## config.mk

```make
export PLATFORM = sky130hd
export DESIGN_NAME = cdb_arbiter
export DESIGN_NICKNAME = d
export VERILOG_FILES = /design/src/rtl/cdb_arbiter.sv
export SDC_FILE = /design/constraint.sdc
export NUM_CORES = 1
export LEC_CHECK = 0
export CORE_MARGIN = 4
export CORE_UTILIZATION = 44
export CTS_CLUSTER_DIAMETER = 200
export CTS_CLUSTER_SIZE = 24
export DETAILED_ROUTE_END_ITERATION = 8
export PLACE_DENSITY = 0.83
export SLEW_MARGIN = 0
export SYNTH_ARGS = -nofsm -noshare
export SYNTH_HDL_FRONTEND = slang
export SYNTH_SLANG_ARGS = --single-unit
```

## constraint.sdc

```tcl
create_clock -name clk -period 5.6 [get_ports clk]
set_clock_uncertainty 0.2 [all_clocks]
set_input_delay 1.12 -clock clk [delete_from_list [all_inputs] [get_ports clk]]
set_output_delay 1.12 -clock clk [all_outputs]
set_load 0.1 [all_outputs]
```

## src/rtl/cdb_arbiter.sv

```systemverilog
`timescale 1ns/1ps
// ---------------------------------------------------------------------------
// cdb_arbiter
//   Shares NUM_CDB common-data-bus writeback ports among NUM_REQ result
//   sources (ALU0, ALU1, MDU, LSU). Each cycle the scan starts at a rotating
//   pointer and grants the first NUM_CDB valid requesters; the j-th winner in
//   scan order is registered onto CDB port j for exactly one cycle. A
//   saturating counter records cycles where demand exceeded CDB bandwidth.
// ---------------------------------------------------------------------------
module cdb_arbiter #(
  parameter int NUM_REQ = 4,
  parameter int NUM_CDB = 2,
  parameter int TAG_W   = 6,
  parameter int ROB_W   = 5,
  parameter int DATA_W  = 32,
  parameter int CNT_W   = 16
) (
  input  logic                        clk,
  input  logic                        rst_n,
  input  logic                        flush,
  input  logic [NUM_REQ-1:0]          req_valid,
  input  logic [NUM_REQ*TAG_W-1:0]    req_tag,
  input  logic [NUM_REQ*ROB_W-1:0]    req_rob_idx,
  input  logic [NUM_REQ*DATA_W-1:0]   req_data,
  output logic [NUM_REQ-1:0]          req_ready,
  output logic [NUM_CDB-1:0]          cdb_valid,
  output logic [NUM_CDB*TAG_W-1:0]    cdb_tag,
  output logic [NUM_CDB*ROB_W-1:0]    cdb_rob_idx,
  output logic [NUM_CDB*DATA_W-1:0]   cdb_data,
  output logic [CNT_W-1:0]            conflict_cnt
);

  // Pointer is at least one bit wide so a single-requester build still elaborates.
  localparam int PTR_W = (NUM_REQ > 1) ? $clog2(NUM_REQ) : 1;
  localparam logic [CNT_W-1:0] CNT_MAX = {CNT_W{1'b1}};

  // Number of requesters currently holding a result.
  function automatic int popcount(input logic [NUM_REQ-1:0] vec);
    int count;
    count = 0;
    for (int i = 0; i < NUM_REQ; i++) begin
      count = count + int'(vec[i]);
    end
    return count;
  endfunction

  // Successor of a requester index, wrapping modulo NUM_REQ (NUM_REQ need not be a power of two).
  function automatic logic [PTR_W-1:0] wrap_inc(input logic [PTR_W-1:0] idx);
    return (int'(idx) >= NUM_REQ - 1) ? '0 : (idx + PTR_W'(1));
  endfunction

  // -------------------------------------------------------------------------
  // State
  // -------------------------------------------------------------------------
  logic [PTR_W-1:0]          rr_ptr_q,       rr_ptr_d;
  logic [NUM_CDB-1:0]        cdb_valid_q,    cdb_valid_d;
  logic [NUM_CDB*TAG_W-1:0]  cdb_tag_q,      cdb_tag_d;
  logic [NUM_CDB*ROB_W-1:0]  cdb_rob_idx_q,  cdb_rob_idx_d;
  logic [NUM_CDB*DATA_W-1:0] cdb_data_q,     cdb_data_d;
  logic [CNT_W-1:0]          conflict_cnt_q, conflict_cnt_d;

  // -------------------------------------------------------------------------
  // Grant selection
  // -------------------------------------------------------------------------
  logic [NUM_REQ-1:0]              grant_s;
  logic [NUM_CDB-1:0]              port_vld_s;
  logic [NUM_CDB-1:0][PTR_W-1:0]   port_src_s;
  logic [PTR_W-1:0]                last_src_s;
  logic                            any_grant_s;
  logic                            oversubscribed_s;

  // Rotating scan from rr_ptr: the first NUM_CDB valid requesters win, in scan order per port.
  always_comb begin
    int               n_granted;
    int               scan;
    logic [PTR_W-1:0] idx;
    logic             take;

    grant_s    = '0;
    port_vld_s = '0;
    port_src_s = '0;
    last_src_s = rr_ptr_q;
    n_granted  = 0;
    scan       = 0;
    idx        = '0;
    take       = 1'b0;

    for (int k = 0; k < NUM_REQ; k++) begin
      scan = int'(rr_ptr_q) + k;
      scan = (scan >= NUM_REQ) ? (scan - NUM_REQ) : scan;
      idx  = PTR_W'(scan);
      // Flush kills every grant; a requester only wins while a port is still free.
      take = !flush && req_valid[idx] && (n_granted < NUM_CDB);

      for (int j = 0; j < NUM_CDB; j++) begin
        port_vld_s[j] = port_vld_s[j] | (take && (n_granted == j));
        port_src_s[j] = (take && (n_granted == j)) ? idx : port_src_s[j];
      end

      grant_s[idx] = grant_s[idx] | take;
      last_src_s   = take ? idx : last_src_s;
      n_granted    = n_granted + int'(take);
    end
  end

  assign any_grant_s = |grant_s;

  // Grants are visible to requesters in the same cycle, but never while reset is held.
  always_comb begin
    req_ready = rst_n ? grant_s : '0;
  end

  // Pointer moves just past the last winner so the next scan starts with the first loser.
  always_comb begin
    rr_ptr_d = any_grant_s ? wrap_inc(last_src_s) : rr_ptr_q;
  end

  // -------------------------------------------------------------------------
  // CDB payload steering
  // -------------------------------------------------------------------------
  // Route each winner's payload to its port; idle ports carry zeros so the bus is quiet.
  always_comb begin
    cdb_valid_d   = '0;
    cdb_tag_d     = '0;
    cdb_rob_idx_d = '0;
    cdb_data_d    = '0;
    for (int j = 0; j < NUM_CDB; j++) begin
      if (port_vld_s[j]) begin
        cdb_valid_d[j]                       = 1'b1;
        cdb_tag_d[j*TAG_W +: TAG_W]          = req_tag[int'(port_src_s[j])*TAG_W +: TAG_W];
        cdb_rob_idx_d[j*ROB_W +: ROB_W]      = req_rob_idx[int'(port_src_s[j])*ROB_W +: ROB_W];
        cdb_data_d[j*DATA_W +: DATA_W]       = req_data[int'(port_src_s[j])*DATA_W +: DATA_W];
      end else begin
        cdb_valid_d[j]                       = 1'b0;
      end
    end
  end

  // -------------------------------------------------------------------------
  // Conflict counter
  // -------------------------------------------------------------------------
  // Count cycles where demand exceeds CDB bandwidth; hold at all-ones instead of wrapping.
  always_comb begin
    oversubscribed_s = popcount(req_valid) > NUM_CDB;
    if (!flush && oversubscribed_s && (conflict_cnt_q != CNT_MAX)) begin
      conflict_cnt_d = conflict_cnt_q + CNT_W'(1);
    end else begin
      conflict_cnt_d = conflict_cnt_q;
    end
  end

  // -------------------------------------------------------------------------
  // Registers
  // -------------------------------------------------------------------------
  // Arbitration pointer; restarts at requester 0 after reset.
  always_ff @(posedge clk or negedge rst_n) begin
    if (!rst_n) begin
      rr_ptr_q <= '0;
    end else begin
      rr_ptr_q <= rr_ptr_d;
    end
  end

  // CDB broadcast register: one-cycle pulse per grant, no backpressure.
  always_ff @(posedge clk or negedge rst_n) begin
    if (!rst_n) begin
      cdb_valid_q   <= '0;
      cdb_tag_q     <= '0;
      cdb_rob_idx_q <= '0;
      cdb_data_q    <= '0;
    end else begin
      cdb_valid_q   <= cdb_valid_d;
      cdb_tag_q     <= cdb_tag_d;
      cdb_rob_idx_q <= cdb_rob_idx_d;
      cdb_data_q    <= cdb_data_d;
    end
  end

  // Performance counter state.
  always_ff @(posedge clk or negedge rst_n) begin
    if (!rst_n) begin
      conflict_cnt_q <= '0;
    end else begin
      conflict_cnt_q <= conflict_cnt_d;
    end
  end

  assign cdb_valid    = cdb_valid_q;
  assign cdb_tag      = cdb_tag_q;
  assign cdb_rob_idx  = cdb_rob_idx_q;
  assign cdb_data     = cdb_data_q;
  assign conflict_cnt = conflict_cnt_q;

endmodule

```

Word level (Yosys, flattened, before mapping)
Cells that the tools add are included.
- add/sub/neg operators: 14
- multipliers: 4
- divide/modulo/power cells: 0
- magnitude comparators: 17
- eq/ne operators: 3
- shift-type cells: 6
- muxes and demuxes: 52
- bitwise gates (word level): 10
- reduce and logical (&&, ||, !) cells: 24
- operators by type and width (operator ; count):
    128-bit by 8-bit indexed part select with 32-bit output ; 2
    32-bit logical NOT ; 3
    32-bit 2-to-1 mux ; 2
    24-bit by 6-bit indexed part select with 6-bit output ; 2
    20-bit by 6-bit indexed part select with 5-bit output ; 2
    2-bit 2-to-1 mux ; 16
    1-bit logical AND ; 19
    16-bit by 1-bit adder with 16-bit output (second input constant) ; 1
    1-bit binary-select mux with 2-bit select ; 8
    16-bit inequality test (second input constant) ; 1
    1-bit 2-to-1 mux ; 14
    4-bit bitwise mux ; 3
    2-bit by 3-bit < comparator with 1-bit output (second input constant) ; 4
    6-bit 2-to-1 mux ; 2
    2-bit by 3-bit multiplier with 5-bit output (second input constant) ; 2
    5-bit 2-to-1 mux ; 2
    3-bit greater-or-equal comparator (second input constant) ; 3
    1-bit bitwise OR ; 9
    1-bit demux with 2-bit select ; 4
    2-bit by 1-bit greater-or-equal comparator with 1-bit output (second input constant) ; 4
    2-bit by 2-bit multiplier with 4-bit output (second input constant) ; 2
    2-bit by 1-bit subtractor with 2-bit output (second input constant) ; 4
    2-bit by 1-bit adder with 3-bit output ; 2
    2-bit by 2-bit adder with 3-bit output (second input constant) ; 2
    16 further kinds ; 17
- bits in registers: 106
- bits in latches: 0
- RAM bits: 0
- ROM bits: 0
- output and inout port bits: 108
- logic and storage cells: 136
- memories kept: 0

Depth between registers and ports, before layout
- depth after elaboration: 20
- depth in mapped cells: 23

Worst setup path before layout
Ideal clock, no wire load.
- kind: register -> output
- start: register rr_ptr_q[0]
- end: output port req_ready[2]
- arrival: 5924 ps
- path slack: -1644 ps
- cell stages (with the launch flop): 21
- path buffers: 4
- cell sequence: dfrtp_1 -> buf_6 -> buf_8 -> clkbuf_1 -> inv_1 -> ha_1 -> clkbuf_1 -> or2_2 -> o2bb2ai_1 -> ha_1 -> a211oi_2 -> nand2_2 -> fa_1 -> nor2b_1 -> a21boi_2 -> o21ai_0 -> nand3b_1 -> a211oi_1 -> a31oi_2 -> nand2_1 -> a21boi_0
- word-level cells in the longest chain between the ends: 20
- elaborated cells on any way between the ends: 72
- ends and longest elaborated chain (item ; line ; RTL):
    start: declaration ; 55 ; logic [PTR_W-1:0] rr_ptr_q, rr_ptr_d;
    start signal: assignment ; 160 ; rr_ptr_q <= rr_ptr_d;
    2-bit by 3-bit greater-or-equal comparator with 1-bit output / 2-bit by 1-bit subtractor with 2-bit output (equally long branches) ; 90 ; scan = (scan >= NUM_REQ) ? (scan - NUM_REQ) : scan;
    2-bit 2-to-1 mux ; 90 ;
    2-bit by 3-bit < comparator with 1-bit output (implied by the code) (tied with other cells) ; 100 ; grant_s[idx] = grant_s[idx] | take;
    1-bit logical AND (implied by the code) / 1-bit 2-to-1 mux (equally long branches) ; 100, 93 ;
    1-bit 2-to-1 mux (implied by the code) / 1-bit logical AND (equally long branches) ; 100, 93 ;
    1-bit demux with 2-bit select / 1-bit bitwise OR (equally long branches) ; 100 ;
    4-bit AND (no line) ; -- ;
    1-bit binary-select mux with 2-bit select ; 100 ;
    [... 4 more ...] ; -- ;
    1-bit 2-to-1 mux (implied by the code) ; 100 ;
    1-bit bitwise OR ; 100 ;
    4-bit bitwise mux ; 100 ;
    1-bit binary-select mux with 2-bit select ; 100 ;
    1-bit 2-to-1 mux (implied by the code) ; 100 ;
    1-bit bitwise OR ; 100 ;
    4-bit bitwise mux (*) ; 100 ;
    4-bit 2-to-1 mux (*) ; 110 ; req_ready = rst_n ? grant_s : '0;
    end: declaration ; 25 ; output logic [NUM_REQ-1:0] req_ready,
Mark *: on every way between the ends. The rest lies on a longest branch, timed or not. The select of a mux whose other input is x is not followed.

Worst setup path after layout
- start: input port req_valid[3]
- end: output port req_ready[3]
- word-level cells in the longest chain between the ends: 18
- elaborated cells on any way between the ends: 35
- ends and longest elaborated chain (item ; line ; RTL):
    start: declaration ; 21 ; input logic [NUM_REQ-1:0] req_valid,
    1-bit binary-select mux with 2-bit select ; 93 ; take = !flush && req_valid[idx] && (n_granted < NUM_CDB);
    1-bit 2-to-1 mux (implied by the code) ; 93 ;
    1-bit logical AND ; 93 ;
    1-bit bitwise OR ; 100 ;
    4-bit AND (no line) ; -- ;
    1-bit binary-select mux with 2-bit select ; 100 ;
    1-bit 2-to-1 mux (implied by the code) ; 100 ;
    1-bit bitwise OR ; 100 ;
    [... 2 more ...] ; -- ;
    1-bit 2-to-1 mux (implied by the code) ; 100 ;
    1-bit bitwise OR ; 100 ;
    4-bit bitwise mux ; 100 ;
    1-bit binary-select mux with 2-bit select ; 100 ;
    1-bit 2-to-1 mux (implied by the code) ; 100 ;
    1-bit bitwise OR ; 100 ;
    4-bit bitwise mux (*) ; 100 ;
    4-bit 2-to-1 mux (*) ; 110 ;
Marks and branches as above.

==> results by stage <==
Timing:
- Static timing analysis puts the maximum clock frequency at 183 MHz.
- The worst slew margin relative to its limit is 0.276.
- The final hold violation count is 0.
- The total negative setup slack is 0 ps.
- The count of pins over their slew limit came to 0.
- The transition time at the pin with the least slew margin is about 1100 ps.
- The share of the clock period used by the worst path is 0.978.
- The tightest hold path in the finished design has a slack of a little under 300 ps.
- The number of setup violations in the final report is 0.
- Subtracting the final worst setup slack from the clock period gives approximately 5500 ps.

Run status:
- The flow ran to the end, and the final reports show no timing, DRC or antenna violations.

Layout:
- The final antenna diode count is 0.
- The post-route core utilization is 0.699.
- The layout has between 1000 and 1500 filler cells.
- The number of nets in the finished design is around 1100.
- The share of layout cells above drive strength 1 is 0.173.
- Compared with the post-synthesis result, the final layout area differs by 55.0%.

Logic synthesis:
- After synthesis, the most frequently instantiated cells are sky130_fd_sc_hd__dfrtp_1 (106), sky130_fd_sc_hd__a211oi_1 (90), sky130_fd_sc_hd__nor2b_1 (50), sky130_fd_sc_hd__mux2i_1 (46).
- The count of different cell masters after synthesis is between 50 and 60.
- In this run, synthesis produced a sequential element count of ~110.
- The synthesized net count is approximately 800.
- The share of the Yosys chip area taken by registers is 0.384.
- The fraction of registers with async set or reset after synthesis is 1.00.
- The area of the mapped netlist is slightly below 0.007 mm^2.
- Sorting the synthesized cells by area gives the leading types as sky130_fd_sc_hd__dfrtp_1 (38%), sky130_fd_sc_hd__mux4_2 (15%), sky130_fd_sc_hd__a211oi_1 (9.8%).
- The most used flip-flop cell after synthesis is sky130_fd_sc_hd__dfrtp_1.
- Averaged over all synthesized cells, the footprint is between 10 and 15 um^2.
- The most numerous cell in the Yosys netlist is sky130_fd_sc_hd__dfrtp_1.
- The count of flip-flops with a built-in enable after synthesis is 0.
- Synthesis produced a netlist whose cell count is approximately 600.
- The number of synthesis warnings is 0.
- The largest area contributor in the netlist is sky130_fd_sc_hd__dfrtp_1.
- Of the post-synthesis cell area, the dominant cell type holds 0.384.

Routing:
- The count of TritonRoute iterations in the first routing pass is 4.
- Summing over every cut layer, the via total after detailed routing is just over 6000.
- The average via count per standard cell is between 5 and 6.
- The violation count after the first detailed-route iteration is between 300 and 400.
- In the routed design, unresolved DRC markers number 0.
- In the final routed layout, each cell accounts on average for 20.2 um.
- The detail route stage leaves a number of antenna-violating nets equal to 0.
- For this block, the routed nets add up to around 22 mm of wire.

GRT:
- Entering global routing, the biggest net connects 70 pins.
- The global-route met2 utilization is 0.431.
- In the global route stage, met3 resource usage came out at 0.0623.
- met2 is the most crowded layer.
- The combined global-route utilization of all metal layers is 0.250.
- The global-route wire length before repair is about 35 mm.
- The number of antenna violations at the first check in global routing is 0.
- The via count of the first global-routing pass is roughly 6500.
- The total overflow reported by the global router is 0.
- The met1 usage is 0.296.

Floorplanning:
- The floorplan has 45 rows.
- The die extent in x is 133 um.
- The I/O pin count is 287.
- The die covers around 0.018 mm^2.
- The die height is ~130 um.
- The floorplan step defined a core boundary enclosing between 0.015 and 0.02 mm^2.
- The initial utilization of the core area, before any placement, comes to 0.451.

Clock network:
- The total clock buffers created by CTS is 9.
- The total number of clock tree sinks is around 110.
- The H-tree level count is 3.
- The clock latency at the later pin of the worst-skew pair is between 300 and 400 ps.
- TritonCTS built the clock tree.
- Clock-pin slew was measured on the worst setup and hold paths at 70 ps.
- The clock passes through at most 2 buffers.
- CTS placed an instance of sky130_fd_sc_hd__clkbuf_16 at the clock tree root.

Place:
- The congestion estimate from routability-driven global placement came to slightly above 0.9.
- Detailed placement finished with a half-perimeter wire length of ~17 mm.
- The count of buffers from port buffering is about 290.

Setup path:
- In this design, the stage delay of the slowest critical-path cell is 490 ps.
- The worst setup path is launched from an input port.
- The startpoint of the most critical setup path is req_valid[3].
- Data on the critical path is required at its endpoint by 4280 ps.
- The signal arrival time at the worst endpoint is around 4200 ps.
- The type of the setup path with the least slack is input port to output pin.
- In this design, the critical path's most frequently occurring cell is sky130_fd_sc_hd__buf_4.
- Among all stages on the critical path, the largest delay is contributed by sky130_fd_sc_hd__mux4_2.
- The maximum fanout along the worst path is 5.
- STA classifies the critical path endpoint as an output pin.
- Traced cell by cell, the critical path runs through dlygate4sd2_1 -> mux4_2 -> nor2b_4 -> ha_2 -> buf_4 -> o31ai_4 -> o32ai_2 -> a211oi_2 -> buf_4 -> a311oi_2 -> a31oi_4 -> nand2_2 -> a21boi_4 -> buf_12.
- The worst register-to-register path begins at rr_ptr_q[0].

Flow run:
- The number of max-capacitance violations reported is 0.

Worst hold path:
- The worst hold-check path type is flop to flop.
- In this run the most critical hold path is launched from conflict_cnt[10].
cell families after synthesis:
| group | synth area share |
|---|---|
| flip-flops | 0.384 |
| XOR/XNOR | 0.0216 |
| buffers and inverters | 0.0572 |
| multiplexers | 0.222 |
| AND/OR/NAND/NOR | 0.132 |
| adder cells (fa/ha/maj) | 0.0293 |
| AO/OA/AOI/OAI | 0.153 |
worst max-delay path, delay by kind of cell:
family,cells,cell delay [ps]
buf+inv,4,770
compound gates,6,1340
mux,1,490
simple gates,2,260
fa+ha+maj,1,190
what timing repair did:
action                                  4_1_cts  5_1_grt
hold buffers                                  0        0
pin swaps                                     8        4
endpoints found under the setup margin        4        4
setup buffers                                 2        2
resized for setup                            21        9
cloned                                        0        0
routing by layer:
metal | up-vias | part of all wire
met1 | 3046 | 0.38
met2 | 271 | 0.50
li1 | 2843 | -
met3 | 44 | 0.079
met4 | 0 | 0.036
met5 | - | 0
final cells by class:
class	instances	area [um^2]	area share
Sequential cell	106	2650	0.248
Clock buffer	13	270	0.0252
Timing Repair Buffer	333	3360	0.314
Multi-Input combinational cell	431	4060	0.379
Tap cell	211	264	0.0247
Inverter	15	56.3	0.00526
Clock inverter	3	46.3	0.00432
final timing paths:
path,endpoint,slack (ps),cells past startpoint
min in group asynchronous,cdb_data[10],550,1
setup / recovery,req_ready[3],120,14
max in group asynchronous,cdb_data[49],3310,2
setup reg to reg,cdb_data[41],810,18
hold reg to reg,conflict_cnt[10],290,1
hold / removal,conflict_cnt[10],290,1
cells in the final DEF, fill, tap and decap left out, drive strengths merged, types with 4 or more instances in the layout:
cell type / instances
a211oi: 93
a21boi: 5
a21oi: 14
a22oi: 4
and2: 45
and3: 5
buf: 52
clkbuf: 13
clkdlybuf4s50: 277
dfrtp: 106
dlygate4sd2: 4
ha: 13
inv: 15
mux2: 4
mux2i: 47
mux4: 45
nand2: 26
nor2: 17
nor2b: 50
nor3: 4
o21ai: 9
o31ai: 4
xnor2: 11
xor2: 6
stage by stage:
stage                     setup WS (ps)  std cells  instance area, um^2
after floorplan                    47.4        603                 6960
after global placement             -168       1092                10200
after detailed placement           -230       1092                10200
after CTS                          79.2       1110                10600
after global routing              -31.2       1112                10700
final                               121       1112                10700
flip-flops by register name, indices dropped and copies added, names as in the netlist:
signal / count
cdb_data: 64
conflict_cnt: 16
cdb_tag: 12
cdb_rob_idx: 10
cdb_valid: 2
rr_ptr_q: 2
Power is left out: the tool's default activity adds up to more than one toggle a clock period on the data nets, which glitch-free logic cannot reach.
